==> src/rtl/gcc_pkg.sv <==
// Shared types and constants for the GCC-PHAT delay path.
// Delay vectors are packed signed lags, one per microphone pair.
package gcc_pkg;
    localparam int DELAY_LANES    = 3;
    localparam int DELAY_W        = 16;
    localparam int AVG_LOG2_DEPTH = 3;

    typedef logic signed [DELAY_W-1:0] delay_t;
    typedef delay_t [DELAY_LANES-1:0] delay_vec_t;

    // Sign-extend one lag into the running-sum width.
    function automatic logic signed [DELAY_W+AVG_LOG2_DEPTH-1:0] widen_lag(input delay_t x);
        return {{AVG_LOG2_DEPTH{x[DELAY_W-1]}}, x};
    endfunction
endpackage

==> src/rtl/tdoa_avg_lane.sv <==
// One averaging lane: ring slice, running window sum and the floor-divide shift.
// The top supplies clear-adjusted pointer and fullness so this lane stays stateless about the window.
module tdoa_avg_lane
    import gcc_pkg::*;
#(
    parameter int LANE_W     = DELAY_W,
    parameter int LOG2_DEPTH = AVG_LOG2_DEPTH
) (
    input  logic                     clk,
    input  logic                     rst,
    input  logic                     clear_i,
    input  logic                     accept_i,
    input  logic                     full_i,
    input  logic [LOG2_DEPTH-1:0]    wr_ptr_i,
    input  logic signed [LANE_W-1:0] x_i,
    output logic signed [LANE_W-1:0] avg_o
);
    localparam int DEPTH = 1 << LOG2_DEPTH;
    localparam int SUM_W = LANE_W + LOG2_DEPTH;

    logic signed [LANE_W-1:0] ring_q [DEPTH];
    logic signed [SUM_W-1:0]  sum_q;
    logic signed [SUM_W-1:0]  sum_d;
    logic signed [SUM_W-1:0]  x_ext_s;
    logic signed [SUM_W-1:0]  old_ext_s;
    logic signed [SUM_W-1:0]  base_s;

    // Next running sum; the oldest sample only leaves once the window is full.
    always_comb begin
        x_ext_s   = {{LOG2_DEPTH{x_i[LANE_W-1]}}, x_i};
        old_ext_s = '0;
        if (full_i) begin
            old_ext_s = {{LOG2_DEPTH{ring_q[wr_ptr_i][LANE_W-1]}}, ring_q[wr_ptr_i]};
        end else begin
            old_ext_s = '0;
        end
        base_s = clear_i ? '0 : sum_q;
        if (accept_i) begin
            sum_d = base_s + x_ext_s - old_ext_s;
        end else begin
            sum_d = base_s;
        end
        avg_o = LANE_W'(sum_d >>> LOG2_DEPTH);
    end

    // Running sum register.
    always_ff @(posedge clk) begin
        if (rst) begin
            sum_q <= '0;
        end else begin
            sum_q <= sum_d;
        end
    end

    // Sample history; contents are irrelevant until rewritten, so no reset.
    always_ff @(posedge clk) begin
        if (accept_i) begin
            ring_q[wr_ptr_i] <= x_i;
        end
    end
endmodule

==> src/rtl/tdoa_delay_avg.sv <==
// Per-lane moving average of GCC-PHAT TDOA lags over the last 2**LOG2_DEPTH frames.
// AXI-Stream in/out with a single output register; raw passthrough until the window is full.
module tdoa_delay_avg
    import gcc_pkg::*;
#(
    parameter int NUM_LANES  = DELAY_LANES,
    parameter int LANE_W     = DELAY_W,
    parameter int LOG2_DEPTH = AVG_LOG2_DEPTH
) (
    input  logic                          clk,
    input  logic                          rst,
    input  logic                          clear,
    input  logic [NUM_LANES*LANE_W-1:0]   S_AXIS_DELAYS_tdata,
    input  logic                          S_AXIS_DELAYS_tvalid,
    output logic                          S_AXIS_DELAYS_tready,
    output logic [NUM_LANES*LANE_W-1:0]   M_AXIS_AVG_tdata,
    output logic                          M_AXIS_AVG_tuser,
    output logic                          M_AXIS_AVG_tvalid,
    input  logic                          M_AXIS_AVG_tready
);
    localparam int DEPTH = 1 << LOG2_DEPTH;
    localparam int CNT_W = LOG2_DEPTH + 1;

    logic [LOG2_DEPTH-1:0]         wr_ptr_q, wr_ptr_d, ptr_eff_s;
    logic [CNT_W-1:0]              fill_q, fill_d, fill_eff_s;
    logic                          accept_s, full_s, steady_s;
    logic                          m_valid_q;
    logic                          m_user_q;
    logic [NUM_LANES*LANE_W-1:0]   m_data_q, m_data_d;

    assign S_AXIS_DELAYS_tready = !m_valid_q || M_AXIS_AVG_tready;
    assign accept_s             = S_AXIS_DELAYS_tvalid && S_AXIS_DELAYS_tready;
    assign M_AXIS_AVG_tvalid    = m_valid_q;
    assign M_AXIS_AVG_tdata     = m_data_q;
    assign M_AXIS_AVG_tuser     = m_user_q;

    // Window bookkeeping; a clear in the same cycle makes this beat the first of a new window.
    always_comb begin
        ptr_eff_s  = clear ? '0 : wr_ptr_q;
        fill_eff_s = clear ? '0 : fill_q;
        full_s     = (fill_eff_s == CNT_W'(DEPTH));
        wr_ptr_d   = ptr_eff_s;
        fill_d     = fill_eff_s;
        if (accept_s) begin
            wr_ptr_d = ptr_eff_s + LOG2_DEPTH'(1);
            if (!full_s) begin
                fill_d = fill_eff_s + CNT_W'(1);
            end else begin
                fill_d = fill_eff_s;
            end
        end else begin
            wr_ptr_d = ptr_eff_s;
        end
        steady_s = (fill_d == CNT_W'(DEPTH));
    end

    for (genvar g = 0; g < NUM_LANES; g++) begin : g_lane
        logic signed [LANE_W-1:0] x_s;
        logic signed [LANE_W-1:0] avg_s;

        assign x_s = S_AXIS_DELAYS_tdata[g*LANE_W +: LANE_W];

        tdoa_avg_lane #(
            .LANE_W     (LANE_W),
            .LOG2_DEPTH (LOG2_DEPTH)
        ) u_lane (
            .clk      (clk),
            .rst      (rst),
            .clear_i  (clear),
            .accept_i (accept_s),
            .full_i   (full_s),
            .wr_ptr_i (ptr_eff_s),
            .x_i      (x_s),
            .avg_o    (avg_s)
        );

        assign m_data_d[g*LANE_W +: LANE_W] = steady_s ? avg_s : x_s;
    end

    // Window pointer and fill counter.
    always_ff @(posedge clk) begin
        if (rst) begin
            wr_ptr_q <= '0;
            fill_q   <= '0;
        end else begin
            wr_ptr_q <= wr_ptr_d;
            fill_q   <= fill_d;
        end
    end

    // Output register: load on accept, drop on drain, otherwise hold stable.
    always_ff @(posedge clk) begin
        if (rst) begin
            m_valid_q <= 1'b0;
            m_data_q  <= '0;
            m_user_q  <= 1'b0;
        end else if (accept_s) begin
            m_valid_q <= 1'b1;
            m_data_q  <= m_data_d;
            m_user_q  <= steady_s;
        end else if (M_AXIS_AVG_tready) begin
            m_valid_q <= 1'b0;
        end else begin
            m_valid_q <= m_valid_q;
        end
    end
endmodule

==> config.mk <==
export PLATFORM = sky130hd
export DESIGN_NAME = tdoa_delay_avg
export DESIGN_NICKNAME = d
export VERILOG_FILES = /design/src/rtl/gcc_pkg.sv /design/src/rtl/tdoa_avg_lane.sv /design/src/rtl/tdoa_delay_avg.sv
export SDC_FILE = /design/constraint.sdc
export NUM_CORES = 1
export LEC_CHECK = 0
export ABC_AREA = 1
export ABC_CLOCK_PERIOD_IN_PS = 7800
export CELL_PAD_IN_SITES_DETAIL_PLACEMENT = 1
export CELL_PAD_IN_SITES_GLOBAL_PLACEMENT = 1
export CORE_MARGIN = 1
export CORE_UTILIZATION = 48
export DETAILED_ROUTE_END_ITERATION = 8
export GPL_ROUTABILITY_DRIVEN = 0
export PLACE_DENSITY = 0.88
export SLEW_MARGIN = 30
export SYNTH_ARGS = -nofsm -noshare
export SYNTH_HDL_FRONTEND = slang
export SYNTH_SLANG_ARGS = --single-unit
export TNS_END_PERCENT = 100
==> constraint.sdc <==
create_clock -name clk -period 7.8 [get_ports clk]
set_input_delay 1.95 -clock clk [delete_from_list [all_inputs] [get_ports clk]]
set_output_delay 1.95 -clock clk [all_outputs]
set_load 0.01 [all_outputs]
# --- Word-level counts from Yosys, hierarchy flattened ---
# Memory sizes are Yosys's and may differ from the RTL's.
# Index checks and enable logic that the tools add are counted.
classes:
  n_addsub: 8
  eq_ne: 2
  n_mux: 21
  reduce_logical: 4
op_table:
  columns: ["operator", "count"]
  rows:
  - ["19-bit 2-to-1 mux", 9]
  - ["19-bit by 16-bit adder with 19-bit output", 3]
  - ["19-bit subtractor", 3]
  - ["16-bit 2-to-1 mux", 3]
  - ["4-bit 2-to-1 mux", 3]
  - ["4-bit equality test (second input constant)", 2]
  - ["3-bit 2-to-1 mux", 2]
  - ["4-bit by 1-bit adder with 4-bit output (second input constant)", 1]
  - ["1-bit 2-to-1 mux", 4]
  - ["3-bit by 1-bit adder with 3-bit output (second input constant)", 1]
  - ["2-bit nonzero test", 1]
  - ["1-bit logical AND", 1]
  - ["1-bit logical NOT", 1]
  - ["1-bit logical OR", 1]
word_totals:
  ff_bits: 114
  ramBits: 384
  input_bits: 53
  output_inout_bits: 51
  wordCells: 46
  mem_count: 3
mem_list:
  columns: ["name", "words", "word_bits", "rd", "rd_clocked_by_memory_dff", "wr", "line_no", "text"]
  rows:
  - ["g_lane[0].u_lane.ring_q", 8, 16, 1, 0, 1, "tdoa_avg_lane.sv:21", "logic signed [LANE_W-1:0] ring_q [DEPTH];"]
  - ["g_lane[1].u_lane.ring_q", 8, 16, 1, 0, 1, "tdoa_avg_lane.sv:21", null]
  - ["g_lane[2].u_lane.ring_q", 8, 16, 1, 0, 1, "tdoa_avg_lane.sv:21", null]

# --- Logic depth before layout (Yosys ltp) ---
logic_depth:
  ltp_word: 6
  depth_mapped: 26
  mapped_depth_nobuf: 24

# --- Cells and area by module ---
# Synthesis repeated with hierarchy kept, for this count alone.
unflattened:
  cells_unflattened: 2813
  area_unflattened_um2: 25577.0
modules_own_cells:
  columns: ["mod", "instances", "cells_each", "area_each_um2", "seq_area_each_um2"]
  rows:
  - ["tdoa_avg_lane at g_lane[0].u_lane", 1, 775, 7587.3, 4224.1]
  - ["tdoa_avg_lane at g_lane[1].u_lane", 1, 775, 7554.7, 4224.1]
  - ["tdoa_avg_lane at g_lane[2].u_lane", 1, 772, 7439.6, 4224.1]
  - ["tdoa_delay_avg", 1, 491, 2995.4, 1141.1]

# --- Worst setup path before layout ---
# OpenSTA, ideal clock, no wires.
synth_path:
  path_type: "input port to flip-flop"
  from: "input M_AXIS_AVG_tready"
  to: "memory g_lane[0].u_lane.ring_q[5][0] (netlist name), enable pin"
  setup_time_ns: 0.513
  arrival_ns: 6.105
  required_ns: 7.287
  slack_ns: 1.182
  stages: 6
  path_buffers: 2
  path_cell_list: "inv_1 -> nand2_1 -> nand2_2 -> clkbuf_1 -> clkbuf_1 -> nor3_1"
synth_between:
  elab_chain_cells: 4
synth_lines:
  columns: ["item", "line_no", "text"]
  rows:
  - ["start: declaration", "tdoa_delay_avg.sv:19", "input logic M_AXIS_AVG_tready"]
  - ["1-bit logical OR", "tdoa_delay_avg.sv:31", "assign S_AXIS_DELAYS_tready = !m_valid_q || M_AXIS_AVG_tready;"]
  - ["net S_AXIS_DELAYS_tready", "tdoa_delay_avg.sv:15", "output logic S_AXIS_DELAYS_tready,"]
  - ["1-bit logical AND", "tdoa_delay_avg.sv:32", "assign accept_s = S_AXIS_DELAYS_tvalid && S_AXIS_DELAYS_tready;"]
  - ["1-bit 2-to-1 mux", "tdoa_avg_lane.sv:57", "if (accept_i) begin"]
  - ["1-bit 2-to-1 mux (not written as such)", "tdoa_avg_lane.sv:58", "ring_q[wr_ptr_i] <= x_i;"]
  - ["end: declaration", "tdoa_avg_lane.sv:21", null]
# The timed path passes the listed nets, and every way through them passes these cells.

# --- Worst setup path in the final report ---
layout_path:
  from: "input clear"
  to: "register m_data_q[20] (netlist: M_AXIS_AVG_tdata[20])"
layout_between:
  elab_chain_cells: 6
  elab_cells_between_ends: 14
  cone_classes: "3 x add/sub; 2 x eq/ne; 8 x mux; 1 x memory"
layout_lines:
  columns: ["item", "line_no", "text"]
  rows:
  - ["start: declaration", "tdoa_delay_avg.sv:12", "input logic clear,"]
  - ["branches (longest 5 deep; another with 19-bit by 16-bit adder with 19-bit output)", null, null]
  - ["16-bit 2-to-1 mux (*)", "tdoa_delay_avg.sv:77", "assign m_data_d[g*LANE_W +: LANE_W] = steady_s ? avg_s : x_s;"]
  - ["end signal: assignment", "tdoa_delay_avg.sv:99", "m_data_q <= m_data_d;"]
  - ["end: declaration", "tdoa_delay_avg.sv:29", "logic [NUM_LANES*LANE_W-1:0] m_data_q, m_data_d;"]
# Mark *: on every way between the ends.
# A chain may end at the register's enable or synchronous reset.

==> qor.yml <==
outcome: "completed"
seq_area_um2: 13810
layout_commonest_cell: "nand2_1"
cts_hold_buf: 0
cts.htree.levels: 2
grt_pass1_wl_mm: 124.4
die_h_um: 226.4
hold_class: "reg -> reg"
dp_hpwl_mm: 55.22
max_stage_delay_ps: 600
end_kind: "flop"
via_per_inst: 5.906
critical_path.top_delay_family: "buffers and inverters"
path_class: "in -> reg"
area_delta_synth_final_pct: 14.73
netlist_instances: 2467
track_usage_pct: 32.77
synth_edf_count: 384
cp.arrival_ps: 7140
yosysSeqAreaShare_pct: 57.16
power_uw: 6312
layout.nets: 2749
grt_max_degree: 157
drive_gt1_share_pct: 7.451
row_count: 81
hold_start: "M_AXIS_AVG_tdata[1]"
first_iter_violations: 1811
drt_first_pass_iters: 7
cts_tree: "built"
synthesis.area_um2: 24160
cap_violations: 0
start_util_pct: 49.06
clkSlewWorstSetupHoldPaths_ps: 60
cts_root_buf: "clkbuf_16"
period_share_pct: 85.00
cp_slowest_cell: "nor2_1"
antenna_found_initial: 1
syn_area_per_cell_um2: 9.795
worst_slew_pin_slew_ps: 1002
rrSetupSlack_ps: 2730
clock_latency_ps: 630
timing.rr.start: "wr_ptr_q[2]"
critPathLaunch: "clear"
io_pins: 104
cts.sinks: 498
hold_depth: 2
reg2reg_depth: 22
grt_remaining_overflow: 0
clock_skew_ps: 19.78
ant_nets: 0
finalCriticalPeriod_ps: 6630
mostFrequentLayoutCells: "696 x nand2_1, 384 x edfxtp_1, 279 x inv_1, 200 x a21oi_1, 121 x nand3_1"
tns_ps: 0
start_kind: "input port"
fp.dieW_um: 226.4
multi_input_area_um2: 8825
core_area_um2: 49250
whs_endpoint: "M_AXIS_AVG_tdata[1]"
cp_common_cell: "nor2_1"
vias: 19390
finalMaxSlewViolations: 0
final_util_pct: 56.29
cp.required_ps: 8310
fmaxAchievable_mhz: 150.8
ys_ff_latch: 498
ys_async_sr_fraction_pct: 0
ys_types: 52
critPathMaxFanout: 34
synth_flop_cell: "edfxtp_1"
ir_drop_uv: 193.7
io_buffer_count: 103
n_fill_cell: 5472
wl_mm: 82.11
synthesis.nets: 2637
rsz0062_at_grt: "false"
first_global_vias: 21030
whs_ps: 479.1
path_cells: "clkdlybuf4s50_1 -> nor2_1 -> inv_1 -> nor2_1 -> inv_2 -> buf_4 -> a21oi_1 -> a2111oi_0 -> buf_4 -> fa_1 -> inv_1 -> ha_1 -> a21oi_1 -> nor2_1 -> nor2_1 -> nand2_1 -> xor2_1 -> nand2_1 -> o21ai_0 -> nand2_1 -> o21ai_0"
setup_viol: 0
worst-path-buf-inv: 6
routedWlPerCell_um: 25.02
p_per_area_nw_per_um2: 227.7
dieArea_um2: 51240
hold_viol: 0
ctsResizeCount: 0
p_leak_uw: 0.01142
cts_setup_buffers: 0
yosys_warnings: 0
drc: 0
cts.path.max_buffers: 3
cts_made_buffers: 52
slew_headroom_pct: 33.10
r2r-end: "M_AXIS_AVG_tdata[5]"
worst max-delay path by stage:
| stage | to | slack (ps) | cells past startpoint |
|---|---|---|---|
| 6_report | M_AXIS_AVG_tdata[20] | 1170 | 21 |
| 5_1_grt | M_AXIS_AVG_tdata[20] | 900 | 21 |
| 4_1_cts | M_AXIS_AVG_tdata[20] | 1250 | 19 |
| 3_5_place_dp | M_AXIS_AVG_tdata[20] | 630 | 19 |
| 3_3_place_gp | M_AXIS_AVG_tdata[41] | 990 | 18 |
| 2_1_floorplan | g_lane[0].u_lane.ring_q[5][0] | 1180 | 6 |
per-stage QoR:
step / instances / cell area, um^2 / worst slack, ps
after floorplan: 2467 / 24160 / 1182
after global placement: 3188 / 26110 / 994.5
after detailed placement: 3189 / 26140 / 634.1
after CTS: 3281 / 27720 / 1248
after global routing: 3282 / 27720 / 903.2
final: 3282 / 27720 / 1170
kinds of logic (layout without fill, tap and decap cells):
kind of cell,count (synthesis),after routing,share of synthesized area [%]
compound gates,434,434,10.54
other cells,0,1,0
simple gates,997,997,16.96
flops,498,498,57.16
fa+ha+maj,117,117,7.736
buf+inv,396,546,6.690
xor+xnor,25,25,0.9061
state kept, by name (all words and copies together) (netlist names):
register / flops
fill_q: 4
g_lane.u_lane.ring_q: 384
M_AXIS_AVG_tdata: 48
M_AXIS_AVG_tuser: 1
g_lane.u_lane.sum_q: 57
wr_ptr_q: 3
M_AXIS_AVG_tvalid: 1
power breakdown:
group	total (uW)	internal (uW)	switching, uW
clock network	2380	1290	1080
registers	2960	2930	30.6
logic	969	313	656
metal layers:
layer | vias up | global-route usage (%) | part of all wire [%]
met3 | 279 | 4.471 | 6.2
met2 | 830 | 56.03 | 49
li1 | 8559 | - | -
met1 | 9717 | 37.43 | 37
met5 | - | 0 | 0
met4 | 0 | 24.67 | 8.1
worst min-delay path, delay by kind of cell, from the launching register on:
family	cells	cell delay (ps)
AO/OA/AOI/OAI	1	60
AND/OR/NAND/NOR	1	70
flip-flops	1	310
layout make-up:
class / count / area share, %
Sequential cell: 498 / 49.82
Multi-Input combinational cell: 1573 / 31.83
Timing Repair Buffer: 169 / 5.750
Clock buffer: 65 / 4.982
Inverter: 285 / 3.881
Tap cell: 664 / 2.997
Clock inverter: 27 / 0.7266
Antenna cell: 1 / 0.009026
Yosys cell counts, types with 3 or more instances:
library cell / number / area share (%)
a221oi_1: 10 / 0.36
nand4_1: 15 / 0.39
o211ai_1: 3 / 0.093
edfxtp_1: 384 / 48
o22ai_1: 76 / 2.0
or2_2: 5 / 0.13
nor3_1: 10 / 0.21
fa_1: 54 / 4.5
o21ai_0: 67 / 1.4
xnor2_1: 9 / 0.33
ha_1: 63 / 3.3
xor2_1: 16 / 0.58
a21oi_2: 10 / 0.36
dfxtp_1: 114 / 9.4
a31oi_1: 3 / 0.078
o21ai_1: 9 / 0.19
buf_4: 7 / 0.22
nand2_2: 15 / 0.39
a21oi_1: 200 / 4.1
and2_1: 7 / 0.18
a21o_1: 6 / 0.19
clkbuf_1: 42 / 0.65
nor2_1: 110 / 1.7
buf_2: 47 / 0.97
nand3_1: 121 / 2.5
nand2_1: 699 / 11
buf_6: 4 / 0.19
inv_1: 279 / 4.3
and3_1: 3 / 0.078
buf_1: 10 / 0.16
a211oi_1: 7 / 0.22
a2111oi_0: 30 / 1.1
inv_2: 4 / 0.062
Note: power is estimated with default switching activity, not from simulation.
